--- config.mk ---
export PLATFORM = sky130hd
export DESIGN_NAME = toggle_activity_meter
export DESIGN_NICKNAME = d
export VERILOG_FILES = /design/src/rtl/toggle_activity_meter_pkg.sv /design/src/rtl/toggle_activity_meter_hamming_dist.sv /design/src/rtl/toggle_activity_meter.sv
export SDC_FILE = /design/constraint.sdc
export NUM_CORES = 1
export LEC_CHECK = 0
export ABC_AREA = 1
export ABC_CLOCK_PERIOD_IN_PS = 8400
export CORE_MARGIN = 4
export CORE_UTILIZATION = 29
export CTS_CLUSTER_DIAMETER = 200
export DETAILED_ROUTE_END_ITERATION = 12
export GPL_TIMING_DRIVEN = 0
export SYNTH_ARGS = -nofsm -noshare
export SYNTH_HDL_FRONTEND = slang
export SYNTH_HIERARCHICAL = 1
export SYNTH_SLANG_ARGS = --single-unit
--- constraint.sdc ---
create_clock -name clk -period 8.4 [get_ports clk]
set_input_delay 1.26 -clock clk [delete_from_list [all_inputs] [get_ports clk]]
set_output_delay 1.26 -clock clk [all_outputs]
set_load 0.005 [all_outputs]
--- src/rtl/toggle_activity_meter_pkg.sv ---
// Shared definitions for the toggle activity meter: FSM state encoding and
// the width helpers used to size the accumulator and per-sample toggle count.
package toggle_activity_meter_pkg;

    typedef enum logic [0:0] {
        PRIME = 1'b0,
        ACCUM = 1'b1
    } state_t;

    // Accumulator must hold WIDTH*WIN without overflow.
    function automatic int acc_width(input int width, input int win);
        return $clog2(width * win + 1);
    endfunction

    function automatic int pk_width(input int width);
        return $clog2(width + 1);
    endfunction

endpackage

--- src/rtl/toggle_activity_meter_hamming_dist.sv ---
// Combinational Hamming distance: number of bit positions that differ
// between two WIDTH-bit words.
module hamming_dist
    import toggle_activity_meter_pkg::*;
#(
    parameter int WIDTH = 8,
    parameter int PKW   = pk_width(WIDTH)
) (
    input  logic [WIDTH-1:0] i_a,
    input  logic [WIDTH-1:0] i_b,
    output logic [PKW-1:0]   o_dist
);

    logic [WIDTH-1:0] w_diff;
    logic [PKW-1:0]   w_count;

    assign w_diff = i_a ^ i_b;

    always_comb begin
        w_count = '0;
        for (int i = 0; i < WIDTH; i++) begin
            w_count = w_count + PKW'(w_diff[i]);
        end
    end

    assign o_dist = w_count;

endmodule

--- src/rtl/toggle_activity_meter.sv ---
// Measures bit toggles between consecutive valid samples of a bus over
// back-to-back windows of WIN counted samples; reports total and peak.
module toggle_activity_meter
    import toggle_activity_meter_pkg::*;
#(
    parameter int WIDTH = 8,
    parameter int WIN   = 16,
    parameter int ACCW  = acc_width(WIDTH, WIN),
    parameter int PKW   = pk_width(WIDTH)
) (
    input  logic             clk,
    input  logic             reset,
    input  logic             in_valid,
    input  logic [WIDTH-1:0] in_data,
    output logic             out_valid,
    input  logic             out_ready,
    output logic [ACCW-1:0]  out_total,
    output logic [PKW-1:0]   out_peak,
    output logic             overrun,
    output state_t           o_dbg_state
);

    localparam int              CNTW     = (WIN > 1) ? $clog2(WIN) : 1;
    localparam logic [CNTW-1:0] CNT_LAST = CNTW'(WIN - 1);

    state_t           r_state;
    state_t           w_state_next;
    logic [WIDTH-1:0] r_prev;
    logic [ACCW-1:0]  r_acc;
    logic [PKW-1:0]   r_peak;
    logic [CNTW-1:0]  r_cnt;
    logic             r_out_valid;
    logic [ACCW-1:0]  r_out_total;
    logic [PKW-1:0]   r_out_peak;
    logic             r_overrun;

    logic [PKW-1:0]   w_hd;
    logic [ACCW-1:0]  w_acc_new;
    logic [PKW-1:0]   w_peak_new;
    logic             w_count_sample;
    logic             w_window_end;

    hamming_dist #(
        .WIDTH (WIDTH),
        .PKW   (PKW)
    ) u_hd (
        .i_a    (in_data),
        .i_b    (r_prev),
        .o_dist (w_hd)
    );

    always_ff @(posedge clk) begin
        if (!reset) begin
            r_state <= PRIME;
        end else begin
            r_state <= w_state_next;
        end
    end

    always_comb begin
        w_state_next = r_state;
        if (r_state == PRIME && in_valid) begin
            w_state_next = ACCUM;
        end
    end

    assign w_count_sample = (r_state == ACCUM) && in_valid;
    assign w_window_end   = w_count_sample && (r_cnt == CNT_LAST);
    assign w_acc_new      = r_acc + ACCW'(w_hd);
    assign w_peak_new     = (w_hd > r_peak) ? w_hd : r_peak;

    // Result port: out_valid stays high until a cycle with out_valid && out_ready;
    // a window ending in that same cycle reloads the result and keeps out_valid high,
    // and one ending while the old result is still unaccepted sets the sticky overrun.
    always_ff @(posedge clk) begin
        if (!reset) begin
            r_prev      <= '0;
            r_acc       <= '0;
            r_peak      <= '0;
            r_cnt       <= '0;
            r_out_valid <= 1'b0;
            r_out_total <= '0;
            r_out_peak  <= '0;
            r_overrun   <= 1'b0;
        end else begin
            if (in_valid) begin
                r_prev <= in_data;
            end
            if (w_window_end) begin
                r_out_total <= w_acc_new;
                r_out_peak  <= w_peak_new;
                r_out_valid <= 1'b1;
                if (r_out_valid && !out_ready) begin
                    r_overrun <= 1'b1;
                end
                r_acc  <= '0;
                r_peak <= '0;
                r_cnt  <= '0;
            end else begin
                if (w_count_sample) begin
                    r_acc  <= w_acc_new;
                    r_peak <= w_peak_new;
                    r_cnt  <= r_cnt + CNTW'(1);
                end
                if (r_out_valid && out_ready) begin
                    r_out_valid <= 1'b0;
                end
            end
        end
    end

    assign out_valid   = r_out_valid;
    assign out_total   = r_out_total;
    assign out_peak    = r_out_peak;
    assign overrun     = r_overrun;
    assign o_dbg_state = r_state;

endmodule
After elaboration in Yosys (flattened, before gate mapping). Index checks and enable logic that the tools add are counted.

Flip-flop bits (word level): 39. Input port bits: 12. Output and inout bits: 15.

Add/subtract/negate cells: 9. $lt $le $gt $ge: 1. Equality and inequality tests: 1. Muxes and demuxes: 3. Bitwise gates (word level): 3. Reduce and logical (&&, ||, !) cells: 9.

Operator list (number): $add A4 B1 Y4 (6); $add A8 B4 Y8 (1); $xor A8 B8 Y8 (1); $logic_and A1 B1 Y1 (5); $add A4 B1 Y4 const B (1); $eq A4 B4 Y1 const B (1); $gt A4 B4 Y1 (1); $mux W4 (1); $add A1 B1 Y2 (1); $mux W1 (2); $not A1 Y1 (2); $reduce_and A2 Y1 (1); $reduce_bool A2 Y1 (1); $reduce_or A2 Y1 (1); $logic_not A1 Y1 (1).

Depth between registers and ports, before layout. Gate-level depths: netlist of the first run.

Word-level depth: 10. Gate-level depth with buffers: 21. Mapped depth without buffers: 21.

Cells and area by module. The synthesis of the first run kept the hierarchy.

By module, submodules not included: toggle_activity_meter (instances 1, cells each 254, area each 1830.5 um2, sequential area each 780.7 um2); hamming_dist (instances 1, cells each 59, area each 314.1 um2, sequential area each 0.0 um2).

Worst setup path after synthesis of the first run. OpenSTA, ideal clock, no wires.

Path type: input-to-reg. Start point: input in_data[2]. End point: register r_acc[6]. Library setup time: 0.115 ns. Arrival time: 4.462 ns. Path slack: 3.823 ns. Stages on the path: 18. Path through: inv_1 -> nand2_1 -> nand2_1 -> fa_1 -> fa_1 -> fa_1 -> inv_1 -> fa_1 -> inv_1 -> inv_1 -> fa_1 -> nand3b_1 -> nand2_1 -> nand2_1 -> nand2_1 -> nand2_1 -> o21ai_0 -> inv_1.

Cells in the longest elaborated chain, start to end: 8.

RTL lines: start, declared (RTL line toggle_activity_meter.sv:14) `input logic [WIDTH-1:0] in_data,`; $xor A8 B8 Y8 (RTL line toggle_activity_meter_hamming_dist.sv:17) `assign w_diff = i_a ^ i_b;`; $add A4 B1 Y4 (6 in series) (RTL line toggle_activity_meter_hamming_dist.sv:22) `w_count = w_count + PKW'(w_diff[i]);`; named net w_hd[1] (RTL line toggle_activity_meter.sv:37) `logic [PKW-1:0] w_hd;`; $add A8 B4 Y8 (RTL line toggle_activity_meter.sv:69) `assign w_acc_new = r_acc + ACCW'(w_hd);`; end signal, assigned (RTL line toggle_activity_meter.sv:101) `r_acc <= w_acc_new;`; end, declared (RTL line toggle_activity_meter.sv:29) `logic [ACCW-1:0] r_acc;`.

The timed path passes the listed nets, and every way through them passes these cells. A chain may end at the register's enable or synchronous reset.

Final worst setup path of the first run. Ends and elaborated chain as after synthesis.

==> summary.md, run 1 <==
| Metric | Value |
|---|---|
| Status | `complete, no violations` |
| Die Wd | `around 94 um` |
| Post-synthesis cell area | `0.00214 mm^2` |
| Most numerous cell in the Yosys netlist | `nand2_1` |
| Final #Nets | `between 300 and 400` |
| Bufs and invs on worst path | `6` |
| Most used cell, CP | `nand2_1` |
| # rows | `31` |
| Post-cts resize count | `0` |
| Gate count of the mapped netlist | `about 310` |
| Synth unique cells | `26` |
| CP Class | `in -> reg` |
| Pins Over Slew Limit | `0` |
| Max cap viols | `0` |
| Slew margin rel. | `between 60% and 70%` |
| Area leader, netlist | `dfxtp_1` |
| Buffers on Ports | `26` |
| Reg2reg start | `r_prev[2]` |
| Syn_nets | `approximately 340` |
| Critical Path Fanout Max | `4` |
| Largest net degree at the start of global routing | `14` |
| Hold path start | `out_total[5]` |
| Final Critical Period | `5.02 ns` |
| Syn_area_per_cell | `6.85 um^2` |
| Sequential share of power | `39.7%` |
| Filler cell count | `794` |
| Post-CTS Setup Repair Bufs | `0` |
| TritonCTS clock tree | `built` |
| Worst Setup SP | `in_data[2]` |
| LEAKAGE | `about 0.0013 uW` |
| I/O Pins | `27` |
| Setup Viol. Count Final | `0` |
| Hold WS | `0.449 ns` |
| Post-DR wirelength/cell | `roughly 10 um` |
| Drt pass-1 iters | `4` |
| Worst-path clk slew | `0.09 ns` |
| Cts hold-fix bufs | `0` |
| Ys async rst share | `0%` |
| Synth area leaders | `dfxtp_1 36%, nand2_1 19%, inv_1 9.5%, ha_1 7.0%, fa_1 4.7%` |
| First DRT Iteration DRCs | `70` |
| H-tree levels | `2` |
| Post-Route Setup TNS | `0 ns` |
| Share of post-route cells with drive strength above 1 | `about 6%` |
| Crit share post-route | `59.7%` |
| Switching part of the total | `36.5%` |
| Global-route wire length before repair | `approximately 7600 um` |
| Area grow syn2layout | `22.1%` |
| Die ar. | `0.00884 mm^2` |
| Top-area cell type share of the netlist area | `36.4%` |
| Maximum vdd drop | `0.116 mV` |
| DP HPWL | `3300 um` |
| Vias per cell | `4.20` |
| Antenna Cells | `0` |
| Register area share after synthesis | `a little over a third` |
| Antenna violations before repair | `0` |
| Die height | `94.0 um` |
| Ys flop type | `dfxtp_1` |
| Worst EP required | `8.60 ns` |
| Hold Path Class | `reg -> reg` |
| Initial core utilization | `29.7%` |
| Max Freq | `199 MHz` |
| Core ar. | `a little over 0.007 mm^2` |
| DR DRC count | `0` |
| CP arrival | `roughly 5.2 ns` |
| Final count of hold timing violations | `0` |
| Crit-path cells | `clkdlybuf4s50_1 -> inv_1 -> nand2_1 -> nand2_1 -> fa_1 -> fa_1 -> fa_1 -> inv_1 -> fa_1 -> inv_1 -> inv_1 -> fa_1 -> nand3b_1 -> nand2_1 -> nand2_1 -> nand2_1 -> nand2_1 -> o21ai_0 -> inv_1` |
| Placer Congestion | `0.763` |
| CTS buffer count | `5` |
| Post-synth EDFFs | `0` |
| Maximum buffer depth of the clock tree | `2` |
| GRT Overall Usage | `10.7%` |
| Worst-Margin Slew | `0.520 ns` |
| PwrDens | `193 mW/mm^2` |
| Startpoint Class | `primary input` |
| Post-route ant nets | `0` |
| Clock sink count | `39` |
| GRT overflow | `0` |
| Worst-Skew Late Latency | `0.30 ns` |
| Number of global-route vias before repair | `1,723` |
| Clock group share of total power | `around 26%` |
| RSZ-0062 raised after global routing | `no` |
| Top cells by count, synth | `107 x nand2_1, 54 x inv_1, 39 x dfxtp_1` |
| Internal Power | `320 uW` |
| YS warnings | `6` |
| Max stage delay on crit path | `0.53 ns` |
| Net switching power | `approximately 180 uW` |
| DRT Wirelength | `around 4400 um` |
| Setup Skew | `0.0131 ns` |
| #FFs+latches synth | `39` |
| Root buf cell | `clkbuf_8` |
| Nature of the critical path endpoint | `flip-flop` |
| CP max stage cell | `fa_1` |
| Top delay family on crit path | `adder cells` |
| Combinational share of power | `34.8%` |
| Vias | `1,873` |
[metal layers]
| layer | up-vias | wire [um] | part of all wire (%) | track usage [%] |
|---|---|---|---|---|
| li1 | 1017 | - | - | - |
| met2 | 31 | 1910 | 44 | 17.6 |
| met4 | 0 | 57 | 1.3 | 3.49 |
| met1 | 819 | 2190 | 50 | 13.5 |
| met3 | 6 | 225 | 5.1 | 3.04 |
| met5 | - | 0 | 0 | 0 |
[tightest hold or removal path, cell delays in order, from the launching register on]
cell	delay [ns]
dfxtp_1	0.31
nand2_1	0.06
nand2_1	0.04
[layout by cell type (no fill, tap or decap), types with 2 or more instances in the layout]
master / n
o21ai_1: 4
xnor2_1: 2
fa_1: 5
nand2_1: 107
clkbuf_8: 5
ha_1: 12
nor2_1: 26
inv_1: 54
nand3_1: 18
dfxtp_1: 39
o21ai_0: 10
clkdlybuf4s50_1: 26
inv_2: 4
xor2_1: 3
clkbuf_1: 2
a21oi_1: 14
clkinvlp_4: 2
buf_6: 2
[sequential cells by signal (all words and copies together) (netlist names)]
| signal | flops |
|---|---|
| o_dbg_state | 1 |
| r_peak | 4 |
| r_prev | 8 |
| r_acc | 8 |
| r_cnt | 4 |
| out_total | 8 |
| out_valid | 1 |
| overrun | 1 |
| out_peak | 4 |
[final cells by class]
| type | instances | area, um^2 | share of cell area, % |
|---|---|---|---|
| Multi-Input combinational cell | 210 | 1110 | 42.3 |
| Sequential cell | 39 | 781 | 29.8 |
| Tap cell | 99 | 124 | 4.73 |
| Timing Repair Buffer | 26 | 260 | 9.94 |
| Buffer | 6 | 40.0 | 1.53 |
| Clock buffer | 5 | 68.8 | 2.63 |
| Inverter | 58 | 218 | 8.32 |
| Clock inverter | 3 | 20.0 | 0.765 |
[per-stage QoR]
| step | util, % | worst slack (ns) | power [uW] | area [um^2] | cells |
|---|---|---|---|---|---|
| 3_5_place_dp | 35.1 | 3.06 | 380 | 2530 | 438 |
| 6_report | 36.3 | 3.38 | 504 | 2620 | 446 |
| 2_1_floorplan | - | 3.82 | 338 | 2140 | 313 |
| 4_1_cts | 36.3 | 3.35 | 513 | 2620 | 446 |
| 3_3_place_gp | 35.1 | 3.11 | 376 | 2530 | 438 |
| 5_1_grt | 36.3 | 3.13 | 552 | 2620 | 446 |
[power groups by stage]
stage / registers [uW] / clock network [uW] / logic, uW
floorplan: 203 / 0 / 135
global placement: 204 / 0 / 172
detailed placement: 204 / 0 / 176
CTS: 200 / 136 / 178
global route: 202 / 145 / 206
finish: 200 / 129 / 175
[worst paths after layout]
| check | end | slack, ns | depth (start not counted) |
|---|---|---|---|
| max | r_acc[6] | 3.38 | 19 |
| min | out_total[5] | 0.45 | 2 |
| max reg2reg | r_acc[6] | 4.50 | 18 |
| min reg2reg | out_total[5] | 0.45 | 2 |
[cell families after synthesis]
kind of cell	count (synthesis)	share of synthesized area [%]
simple gates	159	31.0
buf+inv	64	12.0
flops	39	36.4
compound gates	29	6.88
fa+ha+maj	17	11.7
xor+xnor	5	2.04
Note: power is estimated with default switching activity, not from simulation.
==> inputs of run 2 (changes only) <==
Settings changed: ABC_CLOCK_PERIOD_IN_PS 8400 to 4700.
Clock period 8.4 ns to 4.7 ns, I/O delays scaled along.
==> run 2 against run 1 <==
  * First-iteration DRC count did not move
  * Register-to-register slack got worse by 3.7 ns
  * Sequential cell count did not move
  * Clock skew barely moved
  * Clock power rose by 78%
  * Worst hold slack barely moved
  * Clock-buffer cell count did not move
  * Sequential power rose by 78%
==> summary.md, run 2 (synthesized netlist as in run 1, its figures left out) <==
| Metric | Value |
|---|---|
| Slew margin rel. | `64.9%` |
| Die ar. | `0.00884 mm^2` |
| Share of post-route cells with drive strength above 1 | `between 6 and 7%` |
| Max cap viols | `0` |
| RSZ-0062 raised after global routing | `no` |
| TritonCTS clock tree | `built` |
| Global-route wire length before repair | `about 7600 um` |
| Post-Route Setup TNS | `0 ns` |
| Max Freq | `~220 MHz` |
| Reg2reg path depth | `17` |
| Critical Path Fanout Max | `4` |
| # rows | `31` |
| H-tree levels | `2` |
| Fin util | `36.3%` |
| Worst-Margin Slew | `0.526 ns` |
| Worst-path clk slew | `0.09 ns` |
| Maximum buffer depth of the clock tree | `2` |
| PwrDens | `344 mW/mm^2` |
| GRT Overall Usage | `10.7%` |
| Clock sink count | `39` |
| Most common cell after layout, fill and taps aside | `nand2_1` |
| PnR worst setup slack | `0.253 ns` |
| Status | `complete, no violations` |
| Core ar. | `between 0.007 and 0.008 mm^2` |
| DR DRC count | `0` |
| Vias | `1,879` |
| Post-DR wirelength/cell | `9.80 um` |
| Setup Viol. Count Final | `0` |
| CP Class | `in -> reg` |
| Final #Nets | `375` |
| Nature of the critical path endpoint | `flip-flop` |
| Filler cell count | `794` |
| Vias per cell | `4.21` |
| Largest net degree at the start of global routing | `14` |
| I/O Pins | `27` |
| First DRT Iteration DRCs | `70` |
| Root buf cell | `clkbuf_8` |
| Final Critical Period | `between 4 and 5 ns` |
| WHS Path Cells | `2` |
| Hold Path Class | `reg -> reg` |
| CTS buffer count | `5` |
| Buffers on Ports | `26` |
| Pre-CTS WS | `-0.0813 ns` |
| Die height | `94.0 um` |
| Antenna violations before repair | `0` |
| Setup Skew | `0.0132 ns` |
| Most frequent cells in the layout | `107 x nand2_1, 54 x inv_1, 39 x dfxtp_1, 26 x nor2_1, 26 x clkdlybuf4s50_1` |
| Startpoint Class | `primary input` |
| Antenna Cells | `0` |
| Number of global-route vias before repair | `roughly 1.7k` |
| CP arrival | `4.65 ns` |
| Placer Congestion | `0.763` |
| Final count of hold timing violations | `0` |
| Die Wd | `between 90 and 100 um` |
| Crit share post-route | `94.6%` |
| Pins Over Slew Limit | `0` |
| Maximum vdd drop | `0.207 mV` |
| Area grow syn2layout | `22.1%` |
| Drt pass-1 iters | `4` |
| Worst-Skew Late Latency | `0.30 ns` |
| DRT Wirelength | `~4400 um` |
| Initial core utilization | `slightly below 30%` |
| DP HPWL | `3300 um` |
| GRT overflow | `0` |
| Power, Total | `~900 uW` |
| Worst EP required | `4.91 ns` |
| LEAKAGE | `between 0.001 and 0.0015 uW` |
| Post-route ant nets | `0` |
run 2: cell type report:
cell class | instances | area (um^2) | area share, %
buffer | 6 | 40.0 | 1.53
clock buffer | 5 | 68.8 | 2.63
clock inverter | 3 | 20.0 | 0.765
inverter | 58 | 218 | 8.32
multi-input combinational | 210 | 1110 | 42.3
sequential | 39 | 781 | 29.8
tap | 99 | 124 | 4.73
timing repair buffer | 26 | 260 | 9.94
run 2: what timing repair did:
| item | 4_1_cts | 5_1_grt |
|---|---|---|
| endpoints found under the setup margin | 0 | 1 |
| resized for setup | 0 | 1 |
| buffers inserted | 0 | 0 |
| endpoints found under the hold margin | 0 | 0 |
| hold buffers | 0 | 0 |
run 2: per-stage QoR:
step	instances	hold slack (ns)	area, um^2
2_1_floorplan	313	0.441	2140
3_3_place_gp	438	0.437	2530
4_1_cts	446	0.455	2620
5_1_grt	446	0.480	2620
6_report	446	0.449	2620
3_5_place_dp	438	0.438	2530
run 2: path summary, 6_finish.rpt:
kind | start | slack [ns] | to
max | in_data[2] | 0.25 | r_acc[4]
min | out_total[5] | 0.45 | out_total[5]
max reg2reg | r_prev[2] | 0.82 | r_acc[4]
min reg2reg | out_total[5] | 0.45 | out_total[5]
run 2: power breakdown:
| group | internal, uW | leakage (uW) | switching (uW) |
|---|---|---|---|
| Sequential | 346 | 0.000318 | 11.0 |
| Combinational | 123 | 0.000942 | 189 |
| Clock | 103 | 0.0000402 | 127 |
| Total | 572 | 0.00130 | 327 |
run 2: critical path, cell delays in order:
cell and delay (ns):
clkdlybuf4s50_1 0.49, inv_1 0.05, nand2_1 0.05, nand2_1 0.08, fa_1 0.52, fa_1 0.53
fa_1 0.46, inv_1 0.08, fa_1 0.40, inv_1 0.13, inv_1 0.07, fa_1 0.43
nand3b_1 0.17, nand2_1 0.13, xor2_1 0.20, nand2_1 0.08, nand2_1 0.06, inv_1 0.03
run 2: per-layer routing:
layer	up-vias	track usage [%]	routed length (um)	part of all wire [%]
li1	1018	-	-	-
met2	38	17.6	1910	44
met4	0	3.49	56	1.3
met1	817	13.5	2150	49
met3	6	3.04	255	5.8
met5	-	0	0	0
